<file path="config.mk">
export PLATFORM = sky130hd
export DESIGN_NAME = issue_ctrl_flat
export DESIGN_NICKNAME = d
export VERILOG_FILES = /design/src/rtl/issue_ctrl_if.sv /design/src/rtl/issue_ctrl.sv /design/src/flat_wrapper.sv
export SDC_FILE = /design/constraint.sdc
export NUM_CORES = 1
export LEC_CHECK = 0
export CAP_MARGIN = 10
export CORE_UTILIZATION = 49
export DETAILED_ROUTE_END_ITERATION = 10
export PLACE_DENSITY = 0.82
export SLEW_MARGIN = 5
export SYNTH_ARGS = -nofsm -noshare
export SYNTH_HDL_FRONTEND = slang
export SYNTH_SLANG_ARGS = --single-unit
</file>
<file path="constraint.sdc">
create_clock -name clk -period 3.5 [get_ports clk]
set_clock_uncertainty 0.1 [all_clocks]
set_input_delay 1.05 -clock clk [delete_from_list [all_inputs] [get_ports clk]]
set_output_delay 1.05 -clock clk [all_outputs]
set_load 0.03 [all_outputs]
</file>
<file path="src/rtl/issue_ctrl_if.sv">
// Connects the decode stage, writeback stage and EU to issue_ctrl.
// Also carries read-only debug taps for the FSM state and FIFO occupancy.
interface issue_ctrl_if #(
  parameter int DEPTH = 4,
  parameter int CNT_W = 8
);
  localparam int CW = $clog2(DEPTH) + 1;

  // Decode side: an instruction transfers on a rising edge where in_valid and
  // in_ready are both 1. in_valid may be raised at any time. in_ready never
  // waits on in_valid. The issue strobe is a push-only pulse with no back-pressure.
  logic             in_valid;
  logic             in_ready;
  logic [3:0]       in_opcode;
  logic [2:0]       in_dest;
  logic [2:0]       in_srcA;
  logic [2:0]       in_srcB;
  logic [3:0]       in_addr;
  logic             flush;
  logic             wb_valid;
  logic [2:0]       wb_dest;
  logic             iss_valid;
  logic [3:0]       iss_opcode;
  logic [2:0]       iss_dest;
  logic [2:0]       iss_srcA;
  logic [2:0]       iss_srcB;
  logic [3:0]       iss_addr;
  logic [7:0]       busy_mask;
  logic [CNT_W-1:0] stall_count;
  logic [1:0]       dbg_state;
  logic [CW-1:0]    dbg_count;

  modport master (
    output in_valid, in_opcode, in_dest, in_srcA, in_srcB, in_addr,
    output flush, wb_valid, wb_dest,
    input  in_ready, iss_valid, iss_opcode, iss_dest, iss_srcA, iss_srcB, iss_addr,
    input  busy_mask, stall_count, dbg_state, dbg_count
  );

  modport slave (
    input  in_valid, in_opcode, in_dest, in_srcA, in_srcB, in_addr,
    input  flush, wb_valid, wb_dest,
    output in_ready, iss_valid, iss_opcode, iss_dest, iss_srcA, iss_srcB, iss_addr,
    output busy_mask, stall_count, dbg_state, dbg_count
  );
endinterface

</file>
<file path="src/rtl/issue_ctrl.sv">
// In-order issue scheduler: an instruction FIFO and an 8-register write scoreboard.
// It issues one hazard-free instruction per cycle to the execution unit.
module issue_ctrl #(
  parameter int DEPTH = 4,
  parameter int CNT_W = 8
) (
  input logic         clk,
  input logic         reset,
  issue_ctrl_if.slave bus
);
  localparam int AW = $clog2(DEPTH);
  localparam int CW = AW + 1;

  typedef enum logic [1:0] {EMPTY = 2'd0, RUN = 2'd1, STALL = 2'd2} state_t;

  typedef struct packed {
    logic [3:0] opcode;
    logic [2:0] dest;
    logic [2:0] src_a;
    logic [2:0] src_b;
    logic [3:0] addr;
  } instr_t;

  state_t           state, next_state;
  instr_t           mem [DEPTH];
  instr_t           head, iss_q;
  logic [AW-1:0]    wr_ptr, rd_ptr;
  logic [CW-1:0]    count;
  logic [7:0]       busy, eff_busy, wb_clr, iss_set;
  logic [CNT_W-1:0] stall_cnt;
  logic             iss_v;
  logic             is_nop, reads_a, reads_b, writes, hazard, enq, deq;

  assign bus.in_ready = (count < CW'(DEPTH)) && !bus.flush;

  always_comb begin
    head    = mem[rd_ptr];
    is_nop  = (head.opcode == 4'h0);
    reads_a = (head.opcode != 4'h0) && (head.opcode != 4'hE);
    reads_b = reads_a && (head.opcode != 4'hF);
    writes  = (head.opcode != 4'h0) && (head.opcode != 4'hF);
    // A same-cycle writeback frees its register for the head check.
    wb_clr   = bus.wb_valid ? (8'd1 << bus.wb_dest) : 8'd0;
    eff_busy = busy & ~wb_clr;
    hazard   = (reads_a && eff_busy[head.src_a]) ||
               (reads_b && eff_busy[head.src_b]) ||
               (writes  && eff_busy[head.dest]);
  end

  always_ff @(posedge clk or posedge reset) begin
    if (reset) state <= EMPTY;
    else       state <= next_state;
  end

  always_comb begin
    next_state = EMPTY;
    if (!bus.flush && (count != '0)) next_state = hazard ? STALL : RUN;
    deq     = (next_state == RUN);
    enq     = bus.in_valid && bus.in_ready;
    iss_set = (deq && writes) ? (8'd1 << head.dest) : 8'd0;
  end

  always_ff @(posedge clk) begin
    if (enq) mem[wr_ptr] <= '{opcode: bus.in_opcode, dest: bus.in_dest,
                              src_a: bus.in_srcA, src_b: bus.in_srcB,
                              addr: bus.in_addr};
  end

  always_ff @(posedge clk or posedge reset) begin
    if (reset) begin
      wr_ptr    <= '0;
      rd_ptr    <= '0;
      count     <= '0;
      busy      <= '0;
      stall_cnt <= '0;
      iss_v     <= 1'b0;
      iss_q     <= '0;
    end else begin
      // Writeback clears before issue sets, so a same-register pair stays busy.
      busy <= (busy & ~wb_clr) | iss_set;
      if (bus.flush) begin
        wr_ptr <= '0;
        rd_ptr <= '0;
        count  <= '0;
      end else begin
        if (enq) wr_ptr <= wr_ptr + 1'b1;
        if (deq) rd_ptr <= rd_ptr + 1'b1;
        count <= count + CW'(enq) - CW'(deq);
      end
      iss_v <= deq && !is_nop;
      if (deq && !is_nop) iss_q <= head;
      if ((next_state == STALL) && (stall_cnt != '1)) stall_cnt <= stall_cnt + 1'b1;
    end
  end

  assign bus.iss_valid   = iss_v;
  assign bus.iss_opcode  = iss_q.opcode;
  assign bus.iss_dest    = iss_q.dest;
  assign bus.iss_srcA    = iss_q.src_a;
  assign bus.iss_srcB    = iss_q.src_b;
  assign bus.iss_addr    = iss_q.addr;
  assign bus.busy_mask   = busy;
  assign bus.stall_count = stall_cnt;
  assign bus.dbg_state   = state;
  assign bus.dbg_count   = count;
endmodule

</file>
<file path="src/flat_wrapper.sv">
// flat-port wrapper written by rule: the top's interface ports become plain ports
module issue_ctrl_flat 
#(
  parameter int DEPTH = 4,
  parameter int CNT_W = 8
)
  (clk, reset, bus_in_valid, bus_in_opcode, bus_in_dest, bus_in_srcA, bus_in_srcB, bus_in_addr, bus_flush, bus_wb_valid, bus_wb_dest, bus_in_ready, bus_iss_valid, bus_iss_opcode, bus_iss_dest, bus_iss_srcA, bus_iss_srcB, bus_iss_addr, bus_busy_mask, bus_stall_count, bus_dbg_state, bus_dbg_count);
  issue_ctrl_if #(.DEPTH(DEPTH), .CNT_W(CNT_W)) bus_i ();
  input logic clk;
  input logic reset;
  input wire logic [$bits(bus_i.in_valid)-1:0] bus_in_valid;
  input wire logic [$bits(bus_i.in_opcode)-1:0] bus_in_opcode;
  input wire logic [$bits(bus_i.in_dest)-1:0] bus_in_dest;
  input wire logic [$bits(bus_i.in_srcA)-1:0] bus_in_srcA;
  input wire logic [$bits(bus_i.in_srcB)-1:0] bus_in_srcB;
  input wire logic [$bits(bus_i.in_addr)-1:0] bus_in_addr;
  input wire logic [$bits(bus_i.flush)-1:0] bus_flush;
  input wire logic [$bits(bus_i.wb_valid)-1:0] bus_wb_valid;
  input wire logic [$bits(bus_i.wb_dest)-1:0] bus_wb_dest;
  output wire logic [$bits(bus_i.in_ready)-1:0] bus_in_ready;
  output wire logic [$bits(bus_i.iss_valid)-1:0] bus_iss_valid;
  output wire logic [$bits(bus_i.iss_opcode)-1:0] bus_iss_opcode;
  output wire logic [$bits(bus_i.iss_dest)-1:0] bus_iss_dest;
  output wire logic [$bits(bus_i.iss_srcA)-1:0] bus_iss_srcA;
  output wire logic [$bits(bus_i.iss_srcB)-1:0] bus_iss_srcB;
  output wire logic [$bits(bus_i.iss_addr)-1:0] bus_iss_addr;
  output wire logic [$bits(bus_i.busy_mask)-1:0] bus_busy_mask;
  output wire logic [$bits(bus_i.stall_count)-1:0] bus_stall_count;
  output wire logic [$bits(bus_i.dbg_state)-1:0] bus_dbg_state;
  output wire logic [$bits(bus_i.dbg_count)-1:0] bus_dbg_count;
  assign bus_i.in_valid = bus_in_valid;
  assign bus_i.in_opcode = bus_in_opcode;
  assign bus_i.in_dest = bus_in_dest;
  assign bus_i.in_srcA = bus_in_srcA;
  assign bus_i.in_srcB = bus_in_srcB;
  assign bus_i.in_addr = bus_in_addr;
  assign bus_i.flush = bus_flush;
  assign bus_i.wb_valid = bus_wb_valid;
  assign bus_i.wb_dest = bus_wb_dest;
  assign bus_in_ready = bus_i.in_ready;
  assign bus_iss_valid = bus_i.iss_valid;
  assign bus_iss_opcode = bus_i.iss_opcode;
  assign bus_iss_dest = bus_i.iss_dest;
  assign bus_iss_srcA = bus_i.iss_srcA;
  assign bus_iss_srcB = bus_i.iss_srcB;
  assign bus_iss_addr = bus_i.iss_addr;
  assign bus_busy_mask = bus_i.busy_mask;
  assign bus_stall_count = bus_i.stall_count;
  assign bus_dbg_state = bus_i.dbg_state;
  assign bus_dbg_count = bus_i.dbg_count;
  issue_ctrl #(.DEPTH(DEPTH), .CNT_W(CNT_W)) u_core (.clk(clk), .reset(reset), .bus(bus_i));
endmodule
</file>
Word-level counts from Yosys, hierarchy flattened:

Memory sizes are Yosys's and may differ from the RTL's.
Cells that the tools add are included.

* $add $sub $neg: 5
* order comparisons: 4
* eq/ne operators: 5
* shift operators: 2
* mux-type cells: 17
* bitwise operators: 3
* reductions and logical operators: 21

Operators by type and width (number)
* $mux W8: 2
* $shl A1 B3 Y8 const A: 2
* $logic_and A1 B1 Y1: 12
* $lt A3 B4 Y1 const B: 3
* $mux W2: 6
* $bmux W1 S3: 3
* $add A8 B1 Y8 const B: 1
* $and A8 B8 Y8: 1
* $ne A4 B4 Y1 const B: 2
* $ne A8 B8 Y1 const B: 1
* $not A8 Y8: 1
* $or A8 B8 Y8: 1
* $mux W1: 5
* $add A2 B1 Y2 const B: 2
* $logic_not A4 Y1: 1
* $reduce_bool A2 Y1: 2
* $reduce_bool A4 Y1: 1
* $add A3 B1 Y3: 1
* $lt A3 B3 Y1 const B: 1
* $mux W3: 1
* $reduce_bool A3 Y1: 1
* $sub A3 B1 Y3: 1
* $eq A2 B1 Y1 const B: 1
* $eq A2 B2 Y1 const B: 1
* 2 further kinds: 4

* bits in registers: 43
* memory bits (writable): 68
* input bits: 25
* word-level logic and storage cells: 70
* memories kept: 1

Memories
* u_core.mem: words 4, bits a word 17, read ports 1, clocked after memory_dff 0, write ports 1, RTL line issue_ctrl.sv:25 `instr_t mem [DEPTH];`

Depth between registers and ports, before layout:

* depth in word-level cells: 15
* mapped depth: 18

Least setup slack after synthesis:

OpenSTA, ideal clock, no wires.

* path type: input-to-reg
* from: in bus_wb_dest[1]
* to: reg u_core.count[2] (netlist: u_core.bus.dbg_count[2])
* arrival: 3896 ps
* data required time: 3280 ps
* slack: -615 ps
* cell stages on the path: 16
* buffers on the path: 1
* path through: or4bb_1 > nand3_1 > o21ai_0 > o311ai_0 > a21oi_1 > or3_4 > buf_6 > inv_1 > ha_1 > inv_1 > ha_1 > inv_1 > fa_1 > xor2_1 > xnor2_1 > nor2_1

* word-level cells in the longest chain between the ends: 14
* elaborated cells between the ends (all ways): 20

Ends and longest elaborated chain
* start: declaration: RTL line flat_wrapper.sv:19 `input wire logic [$bits(bus_i.wb_dest)-1:0] bus_wb_dest;`
* $shl A1 B3 Y8 (*): RTL line issue_ctrl.sv:43 `wb_clr = bus.wb_valid ? (8'd1 << bus.wb_dest) : 8'd0;`
* $mux W8 (*): RTL line issue_ctrl.sv:43
* $not A8 Y8 (*): RTL line issue_ctrl.sv:44 `eff_busy = busy & ~wb_clr;`
* $and A8 B8 Y8 (*): RTL line issue_ctrl.sv:44
* $bmux W1 S3, on equally long branches: RTL line issue_ctrl.sv:45, issue_ctrl.sv:46
* $mux W1, on equally long branches: RTL line issue_ctrl.sv:45, issue_ctrl.sv:46
* $logic_and A1 B1 Y1, on equally long branches: RTL line issue_ctrl.sv:45, issue_ctrl.sv:46
* $logic_or A1 B1 Y1: RTL line issue_ctrl.sv:45 `hazard = (reads_a && eff_busy[head.src_a]) ||`
* $logic_or A1 B1 Y1 (*): RTL line issue_ctrl.sv:46 `(reads_b && eff_busy[head.src_b]) ||`
* $mux W2 (*) (2 in a row): RTL line issue_ctrl.sv:57 `if (!bus.flush && (count != '0)) next_state = hazard ? STALL : RUN;`
* $eq A2 B1 Y1 (*): RTL line issue_ctrl.sv:58 `deq = (next_state == RUN);`
* $sub A3 B1 Y3 (*): RTL line issue_ctrl.sv:88 `count <= count + CW'(enq) - CW'(deq);`
* $mux W3 (*): RTL line issue_ctrl.sv:81 `if (bus.flush) begin`
* end signal: assignment: RTL line issue_ctrl.sv:88
* end: declaration: RTL line issue_ctrl.sv:28 `logic [CW-1:0] count;`

Mark *: on every way between the ends. The rest lies on a longest branch, timed or not. The select of a mux whose other input is x is not followed.
A chain may end at the register's enable or synchronous reset.

Worst setup path after layout:

* from: in bus_wb_dest[0]
* to: reg u_core.count[2] (netlist: u_core.bus.dbg_count[2])

The elaborated chain is that of the path after synthesis.

==> results.md <==
* Outcome: complete, but fails checks
* Failing checks: negative setup slack
* Ys flop type: edfxtp_1
* CTS tree: yes
* Pre-Repair DR Iteration Count at 5
* Core ar. at 0.00928 mm2
* PwrDens at 783 mW/mm2
* Cell Rows at 35
* DR iter-0 viols at 141
* Hold Path Origin: u_core.bus.iss_dest[0]
* Max-slew headroom at the worst pin at 47.7%
* WP data required at 3.66 ns
* Final cell utilization of the core at 65.2%
* Hold endpoint: u_core.bus.iss_dest[0]
* Final hold violations at 0
* Setup TNS at -0.157 ns
* Share of layout cells above drive strength 1 at 29.1%
* Routed vias at 2997
* Sequential area share after synthesis at 65.9%
* Commonest non-fill, non-tap cell in the layout: edfxtp_1
* Largest net degree at the start of global routing at 26
* Synth Register Bits at 111
* Data arrival, critical path at 3.81 ns
* WL final at 9640 um
* GRT Max-Usage Layer: met2
* Mapped Area at 0.00473 mm2
* GR Util met2 at 35.0%
* Worst Reg2Reg Path Length in Cells at 15
* Number of synthesized flops with an enable pin at 68
* Tcrit/Tclk final at 104%
* Terminus of the critical flop-to-flop path: u_core.bus.dbg_count[2]
* Setup ws final at -0.151 ns
* Remaining global-route overflow at 0
* Final Critical Period at 3.65 ns
* Launch point of the worst reg-to-reg path: u_core.rd_ptr[0]
* Root Driver: clkbuf_8
* Total power at 4.74 mW
* Max H-tree Level at 3
* Worst setup path class: in2reg
* Gpl congestion at 0.821
* Clock Latency Late Sink at 0.37 ns
* R2R Setup Slk at -0.11 ns
* Placed Cells at 516
* CP Capture Type: flip-flop
* Worst Tran Pin Value at 0.780 ns
* RSZ-0062 raised after global routing: yes
* Post-synth cell types at 45
* Yosys warnings at 0
* Hold path cells at 1
* I/O Buffers at 64
* Max-cap violations at 0
* Leakage power at 2.28 nW
* GR Layer Usage met1 at 27.8%
* Final setup vio count at 2
* Fmax at 0.274 GHz
* Vias in the first global route at 2997
* Total CTS buffers at 9
* Clock Tree Buf Depth at 2
* Peak supply drop at 0.000402 V
* Antenna Cells at 0
* Initial antenna violation count at 0
* Mapped Cells at 293
* Height of the die at 100 um
* Pre-CTS setup slack at -0.958 ns
* Vias/cell at 5.60
* Hpwl dp at 6800 um
* Routed len/inst at 18.0 um
* Die area at 0.0101 mm2
* Fraction of registers with async set/reset at 38.7%
* Worst-path clk slew at 0.10 ns
* Max FO, Critical Path at 7
* Startpoint Class: input pin
* Finished Layout Cells at 535
* Clock Sinks at 111
* Synth-to-Final Area Change at 27.9%
* Die W at 100 um
* Post-route ant nets at 0
* Commonest non-fill, non-tap cells in the layout: 68 x edfxtp_1, 59 x clkdlybuf4s50_1, 42 x dfrtp_1, 39 x buf_4, 17 x mux4_2
* Initial Util at 51.0%
* Ports at 65
* DRC violations left at 0
* GRT met3 Usage at 3.62%
* Synthesized net count at 326
* Fin nets at 434
* Max-slew violation count at 0
* Total GRT Usage at 20.9%
* First-pass GRT wire length at 15500 um
* Syn avg cell area at 16.1 um2
* Hold Crit Class: reg2reg
==> Yosys cell counts (2+ instances only) <==
| cell type | count | area, um2 |
|---|---|---|
| and3_1 | 5 | 31.3 |
| buf_2 | 2 | 10.0 |
| buf_6 | 3 | 33.8 |
| clkbuf_1 | 2 | 7.51 |
| dfrtp_1 | 43 | 1080 |
| edfxtp_1 | 68 | 2040 |
| ha_1 | 7 | 87.6 |
| inv_1 | 17 | 63.8 |
| mux2_2 | 11 | 124 |
| mux2_4 | 7 | 105 |
| mux4_2 | 17 | 383 |
| nand2_1 | 13 | 48.8 |
| nand2b_1 | 3 | 18.8 |
| nand3_1 | 16 | 80.1 |
| nand4_1 | 4 | 25.0 |
| nand4b_1 | 2 | 17.5 |
| nor2_1 | 13 | 48.8 |
| nor2b_1 | 2 | 12.5 |
| nor3_1 | 3 | 15.0 |
| o2111ai_1 | 9 | 78.8 |
| o21ai_0 | 4 | 20.0 |
| o2bb2ai_1 | 2 | 17.5 |
| o31ai_1 | 3 | 22.5 |
| o41ai_1 | 9 | 78.8 |
| xnor2_1 | 3 | 26.3 |
| xor2_1 | 6 | 52.6 |
==> kinds of logic after synthesis <==
logic type      Yosys count  synth area share [%]
xor+xnor                  9                  1.67
flops                   111                  65.9
simple gates             69                  8.17
mux                      36                  13.1
fa+ha+maj                 8                  2.27
buf+inv                  27                  3.09
compound gates           33                  5.74
==> registers in the layout, indices dropped and copies added, names as in the netlist, 3 cells and up <==
name / flops
u_core.mem: 68
u_core.bus.busy_mask: 8
u_core.bus.stall_count: 8
u_core.bus.iss_addr: 4
u_core.bus.iss_opcode: 4
u_core.bus.dbg_count: 3
u_core.bus.iss_dest: 3
u_core.bus.iss_srcA: 3
u_core.bus.iss_srcB: 3
==> cell type report <==
cell class              count  area [um2]
flip-flops and latches    111        3120
inverters                  18        72.6
repair buffers            106         972
clock buffers              10         128
multi-input cells         155        1520
well taps                 129         161
clock inverters             6        76.3
fillers                   684        3230
==> through the flow <==
step / instance area [um2] / hold slack [ns]
after global placement: 5810 / 0.397
after global routing: 6050 / 0.445
after CTS: 6040 / 0.425
after floorplan: 4770 / 0.462
final: 6050 / 0.421
after detailed placement: 5810 / 0.399
==> critical path, cell delays in order <==
cell,delay [ns]
buf_4,0.12
or4bb_4,0.58
nand3_2,0.08
o21ai_1,0.07
o311ai_1,0.26
a21oi_1,0.10
or3_4,0.38
inv_2,0.07
ha_4,0.20
inv_4,0.05
ha_4,0.12
inv_2,0.03
fa_2,0.32
xor2_1,0.17
xnor2_1,0.13
nor2_1,0.06
==> power breakdown <==
group | switching [mW] | total (mW) | internal (mW)
Clock | 0.445 | 0.790 | 0.345
Sequential | 0.210 | 1.85 | 1.64
Combinational | 1.08 | 2.10 | 1.02
==> worst max-delay path by stage <==
| stage | end | slack (ns) | startpoint | cells past startpoint |
|---|---|---|---|---|
| after floorplan | u_core.bus.dbg_count[2] | -0.50 | bus_wb_dest[2] | 16 |
| after global placement | u_core.bus.dbg_count[2] | -0.86 | bus_wb_dest[0] | 16 |
| after detailed placement | u_core.bus.dbg_count[2] | -0.96 | bus_wb_dest[0] | 16 |
| after CTS | u_core.bus.dbg_count[2] | -0.13 | u_core.rd_ptr[0] | 15 |
| after global routing | u_core.bus.dbg_count[2] | -0.29 | u_core.rd_ptr[0] | 15 |
| final | u_core.bus.dbg_count[2] | -0.15 | bus_wb_dest[0] | 16 |
==> routing by layer <==
metal,routed length [um],part of all wire (%),vias up
li1,-,-,1359
met1,4190,44,1521
met2,4910,51,108
met3,419,4.3,9
met4,112,1.2,0
met5,0,0,-
==> timing repair <==
| action | in CTS | in global routing |
|---|---|---|
| gates resized for setup | 25 | 2 |
| pin swaps | 15 | 0 |
| setup buffers | 2 | 1 |
| hold endpoints to repair | 0 | 0 |
| setup endpoints to repair | 17 | 2 |
| hold buffers | 0 | 0 |
(Power assumes the default switching activity.)
